===== src/rtl/snake_direction_queue_pkg.sv =====
// Shared encodings for the snake direction queue: direction codes, PS/2 set-2 key bytes,
// and the key decoder states.
package snake_direction_queue_pkg;

    localparam logic [1:0] DIR_UP    = 2'b00;
    localparam logic [1:0] DIR_DOWN  = 2'b01;
    localparam logic [1:0] DIR_LEFT  = 2'b10;
    localparam logic [1:0] DIR_RIGHT = 2'b11;

    localparam logic [7:0] KEY_W     = 8'h1D;
    localparam logic [7:0] KEY_S     = 8'h1B;
    localparam logic [7:0] KEY_A     = 8'h1C;
    localparam logic [7:0] KEY_D     = 8'h23;
    localparam logic [7:0] KEY_UP    = 8'h75;
    localparam logic [7:0] KEY_DOWN  = 8'h72;
    localparam logic [7:0] KEY_LEFT  = 8'h6B;
    localparam logic [7:0] KEY_RIGHT = 8'h74;
    localparam logic [7:0] KEY_ESC   = 8'h76;
    localparam logic [7:0] KEY_EXT   = 8'hE0;
    localparam logic [7:0] KEY_BRK   = 8'hF0;

    typedef enum logic [1:0] {
        ST_IDLE    = 2'd0,
        ST_EXT     = 2'd1,
        ST_BRK     = 2'd2,
        ST_EXT_BRK = 2'd3
    } dec_state_t;

    // Opposite direction: flipping bit 0 swaps UP/DOWN and LEFT/RIGHT.
    function automatic logic [1:0] reverse_dir(input logic [1:0] d);
        return {d[1], ~d[0]};
    endfunction

endpackage


===== src/rtl/snake_direction_queue_dir_fifo.sv =====
// Register FIFO of 2-bit turns. Exposes both the head (next to apply) and the newest entry
// (reference for legality); push is honoured when full if a pop happens in the same cycle.
module snake_dir_fifo #(
    parameter int DEPTH = 4
) (
    input  logic                     clock,
    input  logic                     reset,
    input  logic                     clear,
    input  logic                     push,
    input  logic                     pop,
    input  logic [1:0]               push_data,
    output logic [1:0]               head,
    output logic [1:0]               newest,
    output logic [$clog2(DEPTH):0]   count,
    output logic                     full,
    output logic                     empty
);
    localparam int PW = $clog2(DEPTH);
    localparam int CW = PW + 1;

    logic [1:0]    mem_reg [DEPTH];
    logic [PW-1:0] rd_ptr_reg;
    logic [PW-1:0] wr_ptr_reg;
    logic [CW-1:0] count_reg;
    logic [PW-1:0] newest_ptr;
    logic          do_push;
    logic          do_pop;

    assign empty      = (count_reg == '0);
    assign full       = (count_reg == CW'(DEPTH));
    assign do_pop     = pop && !empty;
    assign do_push    = push && (!full || do_pop);
    assign newest_ptr = wr_ptr_reg - PW'(1);
    assign head       = mem_reg[rd_ptr_reg];
    assign newest     = mem_reg[newest_ptr];
    assign count      = count_reg;

    genvar gi;
    generate
        for (gi = 0; gi < DEPTH; gi++) begin : g_entry
            always_ff @(posedge clock or posedge reset) begin
                if (reset) begin
                    mem_reg[gi] <= 2'b00;
                end else if (!clear && do_push && (wr_ptr_reg == PW'(gi))) begin
                    mem_reg[gi] <= push_data;
                end
            end
        end
    endgenerate

    // Pointers wrap naturally because DEPTH is a power of two.
    always_ff @(posedge clock or posedge reset) begin
        if (reset) begin
            rd_ptr_reg <= '0;
            wr_ptr_reg <= '0;
            count_reg  <= '0;
        end else if (clear) begin
            rd_ptr_reg <= '0;
            wr_ptr_reg <= '0;
            count_reg  <= '0;
        end else begin
            if (do_push) wr_ptr_reg <= wr_ptr_reg + PW'(1);
            if (do_pop)  rd_ptr_reg <= rd_ptr_reg + PW'(1);
            case ({do_push, do_pop})
                2'b10:   count_reg <= count_reg + CW'(1);
                2'b01:   count_reg <= count_reg - CW'(1);
                default: count_reg <= count_reg;
            endcase
        end
    end

endmodule


===== src/rtl/snake_direction_queue.sv =====
// Decodes PS/2 set-2 key bytes into turn requests and ESC, rejects null/reverse turns,
// and queues legal turns for the game core to consume one per movement tick.
module snake_direction_queue
    import snake_direction_queue_pkg::*;
#(
    parameter int         QUEUE_DEPTH = 4,
    parameter logic [1:0] INIT_DIR    = 2'b11
) (
    input  logic                          clock,
    input  logic                          reset,
    input  logic                          key_valid,
    input  logic [7:0]                    key_code,
    input  logic                          tick,
    input  logic                          restart,
    output logic [1:0]                    direction,
    output logic                          esc_pulse,
    output logic [$clog2(QUEUE_DEPTH):0]  queue_count,
    output logic                          overflow
);
    dec_state_t state_reg;
    logic [1:0] direction_reg;
    logic       esc_reg;
    logic       overflow_reg;

    logic       req_valid;
    logic [1:0] req_dir;
    logic [1:0] ref_dir;
    logic       legal;
    logic       do_pop;

    logic [1:0] fifo_head;
    logic [1:0] fifo_newest;
    logic       fifo_full;
    logic       fifo_empty;

    always_comb begin
        req_valid = 1'b0;
        req_dir   = DIR_UP;
        if (key_valid) begin
            if (state_reg == ST_IDLE) begin
                case (key_code)
                    KEY_W:   begin req_valid = 1'b1; req_dir = DIR_UP;    end
                    KEY_S:   begin req_valid = 1'b1; req_dir = DIR_DOWN;  end
                    KEY_A:   begin req_valid = 1'b1; req_dir = DIR_LEFT;  end
                    KEY_D:   begin req_valid = 1'b1; req_dir = DIR_RIGHT; end
                    default: ;
                endcase
            end else if (state_reg == ST_EXT) begin
                case (key_code)
                    KEY_UP:    begin req_valid = 1'b1; req_dir = DIR_UP;    end
                    KEY_DOWN:  begin req_valid = 1'b1; req_dir = DIR_DOWN;  end
                    KEY_LEFT:  begin req_valid = 1'b1; req_dir = DIR_LEFT;  end
                    KEY_RIGHT: begin req_valid = 1'b1; req_dir = DIR_RIGHT; end
                    default:   ;
                endcase
            end
        end
    end

    // Legality is judged against the last turn the snake will have taken, not the current one.
    assign ref_dir = fifo_empty ? direction_reg : fifo_newest;
    assign legal   = req_valid && (req_dir != ref_dir) && (req_dir != reverse_dir(ref_dir));
    assign do_pop  = tick && !fifo_empty && !restart;

    snake_dir_fifo #(
        .DEPTH (QUEUE_DEPTH)
    ) u_fifo (
        .clock     (clock),
        .reset     (reset),
        .clear     (restart),
        .push      (legal),
        .pop       (do_pop),
        .push_data (req_dir),
        .head      (fifo_head),
        .newest    (fifo_newest),
        .count     (queue_count),
        .full      (fifo_full),
        .empty     (fifo_empty)
    );

    always_ff @(posedge clock or posedge reset) begin
        if (reset) begin
            state_reg <= ST_IDLE;
            esc_reg   <= 1'b0;
        end else if (restart) begin
            state_reg <= ST_IDLE;
            esc_reg   <= 1'b0;
        end else begin
            esc_reg <= 1'b0;
            if (key_valid) begin
                case (state_reg)
                    ST_IDLE: begin
                        if (key_code == KEY_EXT)      state_reg <= ST_EXT;
                        else if (key_code == KEY_BRK) state_reg <= ST_BRK;
                        else                          state_reg <= ST_IDLE;
                        if (key_code == KEY_ESC)      esc_reg   <= 1'b1;
                    end
                    ST_EXT: begin
                        if (key_code == KEY_BRK) state_reg <= ST_EXT_BRK;
                        else                     state_reg <= ST_IDLE;
                    end
                    default: state_reg <= ST_IDLE;
                endcase
            end
        end
    end

    always_ff @(posedge clock or posedge reset) begin
        if (reset) begin
            direction_reg <= INIT_DIR;
            overflow_reg  <= 1'b0;
        end else if (restart) begin
            direction_reg <= INIT_DIR;
            overflow_reg  <= 1'b0;
        end else begin
            if (do_pop) direction_reg <= fifo_head;
            if (legal && fifo_full && !do_pop) overflow_reg <= 1'b1;
        end
    end

    assign direction = direction_reg;
    assign esc_pulse = esc_reg;
    assign overflow  = overflow_reg;

endmodule

===== config.mk =====
export PLATFORM = sky130hd
export DESIGN_NAME = snake_direction_queue
export DESIGN_NICKNAME = d
export VERILOG_FILES = /design/src/rtl/snake_direction_queue_pkg.sv /design/src/rtl/snake_direction_queue_dir_fifo.sv /design/src/rtl/snake_direction_queue.sv
export SDC_FILE = /design/constraint.sdc
export NUM_CORES = 1
export LEC_CHECK = 0
export ABC_AREA = 1
export ABC_CLOCK_PERIOD_IN_PS = 2900
export BUFFER_PORTS_ARGS = -buffer_cell sky130_fd_sc_hd__buf_2
export CAP_MARGIN = 20
export CORE_MARGIN = 4
export CORE_UTILIZATION = 47
export DETAILED_ROUTE_END_ITERATION = 7
export PLACE_DENSITY = 0.76
export SYNTH_ARGS = -nofsm -noshare
export SYNTH_HDL_FRONTEND = slang
export SYNTH_SLANG_ARGS = --single-unit

===== constraint.sdc =====
create_clock -name clock -period 2.9 [get_ports clock]
set_input_delay 0.145 -clock clock [delete_from_list [all_inputs] [get_ports clock]]
set_output_delay 0.145 -clock clock [all_outputs]
set_load 0.03 [all_outputs]

# [Word-level counts from Yosys, hierarchy flattened]
# Cells that the tools add are included.
[totals] rom_bits=0 register_bits=21 ram_bits=0 elab_cells=107 mem_count=0 latchBits=0 inputBits=13 output_inout_bits=7
[classes] bitwise=3 multipliers=0 div_mod_pow=0 n_eq_ne=20 shifts=0 reduce_logical=29 magnitude_cmp=2 n_addsub=5 mux=37
[ops] cell="equality test 8 x 7 -> 1 bit (second input constant)" n=5
[ops] cell="two-way mux 2 bit" n=19
[ops] cell="equality test 8 x 5 -> 1 bit (second input constant)" n=3
[ops] cell="equality test 8 bit (second input constant)" n=2
[ops] cell="logical AND 1 bit" n=13
[ops] cell="one-hot mux 2 bit (3 select lines)" n=2
[ops] cell="two-way mux 1 bit" n=11
[ops] cell="nonzero test 2 bit" n=5
[ops] cell="binary-select mux 2 bit (select 2 bit)" n=2
[ops] cell="equality test 8 x 6 -> 1 bit (second input constant)" n=1
[ops] cell="OR reduction 4 bit" n=2
[ops] cell="equality test 2 x 1 -> 1 bit (second input constant)" n=3
[ops] cell="equality test 2 bit (second input constant)" n=3
[ops] cell=">= comparator 3 bit (second input constant)" n=2
[ops] cell="NOT 2 -> 3 bit" n=2
[ops] cell="one-hot mux 3 bit (2 select lines)" n=1
[ops] cell="adder 2 x 1 -> 2 bit (second input constant)" n=2
[ops] cell="zero test 1 bit" n=4
[ops] cell="zero test 2 bit" n=2
[ops] cell="!= test 2 bit" n=2
[ops] cell="one-hot mux 2 bit (2 select lines)" n=1
[ops] cell="adder 3 x 1 -> 3 bit (second input constant)" n=1
[ops] cell="equality test 3 bit (second input constant)" n=1
[ops] cell="zero test 3 bit" n=1
[ops] cell="6 further kinds" n=6

# [Longest topological paths before layout]
[depth] word_depth=13 ltp_mapped=19

# [Modules after synthesis]
# From an unflattened synthesis, not the netlist that was laid out.
[unflattened] hier_cells=241 hier_area_um2=1627.8
[modules_own_cells] mod="snake_dir_fifo" seq_area_each_um2=375.4 area_each_um2=950.9 n_inst=1 cells_each=120
[modules_own_cells] mod="snake_direction_queue" seq_area_each_um2=152.6 area_each_um2=676.9 n_inst=1 cells_each=121

# [Worst setup path before layout]
# OpenSTA, ideal clock, no wires.
[synth_path] path_kind="reg-to-reg" start="register u_fifo.wr_ptr_reg[0]" end="register u_fifo.count_reg[2] (netlist: u_fifo.count[2])" path_slack_ns=0.500 arrival_ns=2.282 required_time_ns=2.782 path_stages_with_launch=20 cell_sequence="dfrtp_1 -> inv_1 -> ha_1 -> inv_1 -> nand3_1 -> nand2_1 -> nand2_1 -> o21ai_0 -> inv_1 -> nand2_2 -> nand2_4 -> nand2_2 -> nand2_4 -> fa_1 -> xor2_1 -> inv_1 -> nand2_1 -> nand2_1 -> nand3_1 -> nand2_1"
[synth_via] elab_chain_cells=13 word_cells_on_any_way=17 cone_classes="add/sub (1); eq/ne (4); mux (6); bitwise (2); reduce/logical (4)"
[synth_rtl] item="start, declared" line_no="snake_direction_queue_dir_fifo.sv:23" rtl="logic [PW-1:0] wr_ptr_reg;"
[synth_rtl] item="start signal, assigned" line_no="snake_direction_queue_dir_fifo.sv:62" rtl="if (do_push) wr_ptr_reg <= wr_ptr_reg + PW'(1);"
[synth_rtl] item="subtractor 2 x 1 -> 2 bit *" line_no="snake_direction_queue_dir_fifo.sv:33" rtl="assign newest_ptr = wr_ptr_reg - PW'(1);"
[synth_rtl] item="NOT 2 -> 3 bit (not written as such) *" line_no="snake_direction_queue_dir_fifo.sv:35" rtl="assign newest = mem_reg[newest_ptr];"
[synth_rtl] item="binary-select mux 2 bit (select 2 bit) *" line_no="snake_direction_queue_dir_fifo.sv:35"
[synth_rtl] item="two-way mux 2 bit (not written as such) * (2 in series)" line_no="snake_direction_queue_dir_fifo.sv:35"
[synth_rtl] item="two-way mux 2 bit *" line_no="snake_direction_queue.sv:61" rtl="assign ref_dir = fifo_empty ? direction_reg : fifo_newest;"
[synth_rtl] item="!= test 2 bit or NOT 1 bit (tied branches)" line_no="snake_direction_queue.sv:62, snake_direction_queue_pkg.sv:31"
[synth_rtl] item="logical AND 1 bit or != test 2 bit (tied branches)" line_no="snake_direction_queue.sv:62" rtl="assign legal = req_valid && (req_dir != ref_dir) && (req_dir != reverse_dir(ref_dir));"
[synth_rtl] item="logical AND 1 bit *" line_no="snake_direction_queue.sv:62"
[synth_rtl] item="logical AND 1 bit *" line_no="snake_direction_queue_dir_fifo.sv:32" rtl="assign do_push = push && (!full || do_pop);"
[synth_rtl] item="equality test 2 x 1 -> 1 bit or equality test 2 bit (tied branches)" line_no="snake_direction_queue_dir_fifo.sv:64" rtl="case ({do_push, do_pop})"
[synth_rtl] item="one-hot mux 3 bit (2 select lines)" line_no="snake_direction_queue_dir_fifo.sv:64"
[synth_rtl] item="two-way mux 3 bit" line_no="snake_direction_queue_dir_fifo.sv:57" rtl="end else if (clear) begin"
[synth_rtl] item="end signal, assigned" line_no="snake_direction_queue_dir_fifo.sv:65" rtl="2'b10: count_reg <= count_reg + CW'(1);"
[synth_rtl] item="end signal, assigned" line_no="snake_direction_queue_dir_fifo.sv:66" rtl="2'b01: count_reg <= count_reg - CW'(1);"
[synth_rtl] item="end signal, assigned" line_no="snake_direction_queue_dir_fifo.sv:67" rtl="default: count_reg <= count_reg;"
[synth_rtl] item="end, declared" line_no="snake_direction_queue_dir_fifo.sv:24" rtl="logic [CW-1:0] count_reg;"
# Every way passes the cells marked *; elsewhere a longest branch is shown, timed or not. The select of a mux whose other input is x is not followed.
# A chain may end at the register's enable or synchronous reset.

# [Worst setup path in the final report]
# Ends and elaborated chain as after synthesis.

==> flow_metrics.env <==
export IMPL_status="complete, no violations"
export IMPL_grt_pass1_wl_um=5180
export IMPL_relSlewSlack_pct=47.7
export IMPL_use_met1_pct=21.0
export IMPL_cts_tree="yes"
export IMPL_fin_cells=266
export IMPL_syn_avg_cell_area_sq_um=7.43
export IMPL_drv_cap=0
export IMPL_die_area_sq_mm=0.00411
export IMPL_tightestPinTransition_ns=0.784
export IMPL_dp_hpwl_um=2430
export IMPL_layout_common_cells="nand2_1, inv_1, nor2_1, dfrtp_1, buf_2"
export IMPL_p_leak_nw=0.805
export IMPL_grt_overflow_total=0
export IMPL_ys_seq_area_share_pct=35.7
export IMPL_peakVddDrop_mv=0.234
export IMPL_clock_fmax_mhz=383
export IMPL_portBuffers=19
export IMPL_grt_start_max_net_pins=22
export IMPL_period_share_pct=90.1
export IMPL_drv_slew=0
export IMPL_met3_usage_pct=2.11
export IMPL_area_growth_pct=11.8
export IMPL_routedWlPerCell_um=11.1
export IMPL_endpoint_kind="flop"
export IMPL_gp_congestion=0.844
export IMPL_cts_sinks=21
export IMPL_grtUsageMet2_pct=26.8
export IMPL_syn_nets=217
export IMPL_cts_buffers=3
export IMPL_clockBufferDepth=2
export IMPL_first_global_vias=1215
export IMPL_core_sq_mm=0.00303
export IMPL_rsz0062_at_grt="no"
export IMPL_drt_iter0_drc=58
export IMPL_yosys_cell_types_count=28
export IMPL_ff2ff_path_depth=19
export IMPL_initial_core_util_pct=48.8
export IMPL_crit_fanout=6
export IMPL_powerDensity_mw_per_mm2=514
export IMPL_n_antenna_cell=0
export IMPL_ios=20
export IMPL_drtAntennaViolNets=0
export IMPL_placedCellCount=261
export IMPL_cts_resized=0
export IMPL_drive_gt1_share_pct=26.1
export IMPL_path_class="reg -> reg"
export IMPL_min_period_ns=2.61
export IMPL_required_ns=3.11
export IMPL_gr_usage_all_layers_pct=15.6
export IMPL_drc=0
export IMPL_antenna_found_initial=0
export IMPL_layout_commonest_cell="nand2_1"
export IMPL_cp_start_kind="flop"
export IMPL_htree_levels=1
export IMPL_largest_reg_flops=8
export IMPL_syn_inst=199
export IMPL_drt_wl_total_um=2960
export IMPL_final_nets=241
export IMPL_worstSkewPairLatency_ns=0.31
export IMPL_setup_viol_count_final=0
export IMPL_drt_first_pass_iters=4
export IMPL_die_h_um=64.1
export IMPL_path_clk_slew_ns=0.13
export IMPL_hold_class="in -> reg"
export IMPL_die_width_um=64.1
export IMPL_dr_total_vias=1308
export IMPL_final_hold_violation_count=0
export IMPL_syn_area_sq_mm=0.00148
export IMPL_num_rows=20
export IMPL_cts_root_buffer="clkbuf_4"
export IMPL_arrival_ns=2.83
export IMPL_grt_busiest_layer="met2"
export IMPL_min_path_cells=3
export IMPL_ys_warn_count=0
export IMPL_finalSetupTns_ns=0
export IMPL_cts_setup_buffers=0
export IMPL_fin_worst_skew_ns=0.00390
export IMPL_ys_ff_latch=21
export IMPL_routed_via_density=4.92
export IMPL_cts_hold_buf=1
==> worst max-delay path, stage by stage (launching register included) <==
cell and delay, ns:
dfrtp_1 0.43, inv_1 0.13, ha_1 0.34, inv_1 0.06
nand3_1 0.07, nand2_1 0.06, nand2_1 0.04, o21ai_0 0.12
inv_1 0.09, nand2_2 0.09, nand2_4 0.06, nand2_2 0.09
nand2_4 0.08, fa_1 0.38, xor2_1 0.18, inv_1 0.06
nand2_1 0.06, nand2_1 0.04, nand3_1 0.07, nand2_1 0.05
==> per-stage QoR <==
stage / total power [mW] / hold WS, ns / instance area, sq um / worst slack, ns / utilization (%)
finish: 0.850 / 0.116 / 1650 / 0.286 / 54.6
global route: 0.904 / 0.126 / 1650 / 0.0910 / 54.6
CTS: 0.854 / 0.118 / 1650 / 0.295 / 54.6
detailed placement: 0.706 / 0.330 / 1620 / 0.325 / 53.4
global placement: 0.698 / 0.325 / 1620 / 0.418 / 53.4
floorplan: 0.628 / 0.120 / 1480 / 0.500 / -
==> per-layer routing <==
metal,up-vias,share of wire [%]
met2,26,48
met4,0,0.61
met5,-,0
li1,678,-
met3,4,3.3
met1,600,48
==> power breakdown <==
part,internal [mW],leakage (nW),total [mW],switching (mW)
clock network,0.0536,0.0150,0.150,0.0965
registers,0.331,0.283,0.363,0.0320
logic,0.107,0.507,0.336,0.230
total,0.491,0.805,0.850,0.358
==> synthesized netlist by cell type <==
master | n | area [sq um]
nand3_2 | 1 | 10.0
dfrtp_1 | 19 | 475
o21ai_1 | 8 | 40.0
inv_2 | 3 | 11.3
nor3_1 | 3 | 15.0
dfstp_2 | 2 | 52.6
fa_1 | 1 | 20.0
nand2_4 | 4 | 45.0
inv_1 | 23 | 86.3
nor2_8 | 1 | 20.0
nor2_4 | 3 | 33.8
a32o_1 | 3 | 30.0
o21a_1 | 1 | 7.51
o21ai_2 | 1 | 8.76
nand3_1 | 12 | 60.1
o31ai_1 | 1 | 7.51
nor2_2 | 2 | 12.5
buf_6 | 1 | 11.3
xor2_1 | 1 | 8.76
o21ai_0 | 5 | 25.0
a21oi_1 | 5 | 25.0
nand4_1 | 2 | 12.5
nand2_2 | 18 | 113
nand3_4 | 1 | 17.5
nor4_1 | 1 | 6.26
nor2_1 | 20 | 75.1
nand2_1 | 53 | 199
ha_1 | 4 | 50.1
==> logic make-up (layout without fill, tap and decap cells) <==
family / Yosys count / in the layout / share of synthesized area [%]
and+or+nand+nor: 121 / 121 / 41.9
DFF: 21 / 21 / 35.7
adders and majority gates: 5 / 5 / 4.74
buffers and inverters: 27 / 50 / 7.36
xor gates and xnor gates: 1 / 1 / 0.592
AOI/OAI and AO/OA: 24 / 24 / 9.73
==> layout make-up <==
cell class | count | area (sq um)
Tap cell | 44 | 55.1
Clock buffer | 4 | 26.3
Fill cell | 299 | 1370
Inverter | 26 | 97.6
Sequential cell | 21 | 528
Multi-Input combinational cell | 151 | 842
Timing Repair Buffer | 20 | 105
==> final timing paths <==
| check | from | endpoint | slack (ns) |
|---|---|---|---|
| setup / recovery | u_fifo.wr_ptr_reg[0] | u_fifo.count[2] | 0.29 |
| hold / removal | key_code[2] | esc_pulse | 0.12 |
| setup reg to reg | u_fifo.wr_ptr_reg[0] | u_fifo.count[2] | 0.29 |
| hold reg to reg | u_fifo.mem_reg[4] | u_fifo.mem_reg[4] | 0.52 |
| max in group asynchronous | reset | overflow | 1.90 |
| min in group asynchronous | reset | u_fifo.rd_ptr_reg[1] | 0.50 |
No activity file was read; power rests on OpenSTA's default activity.
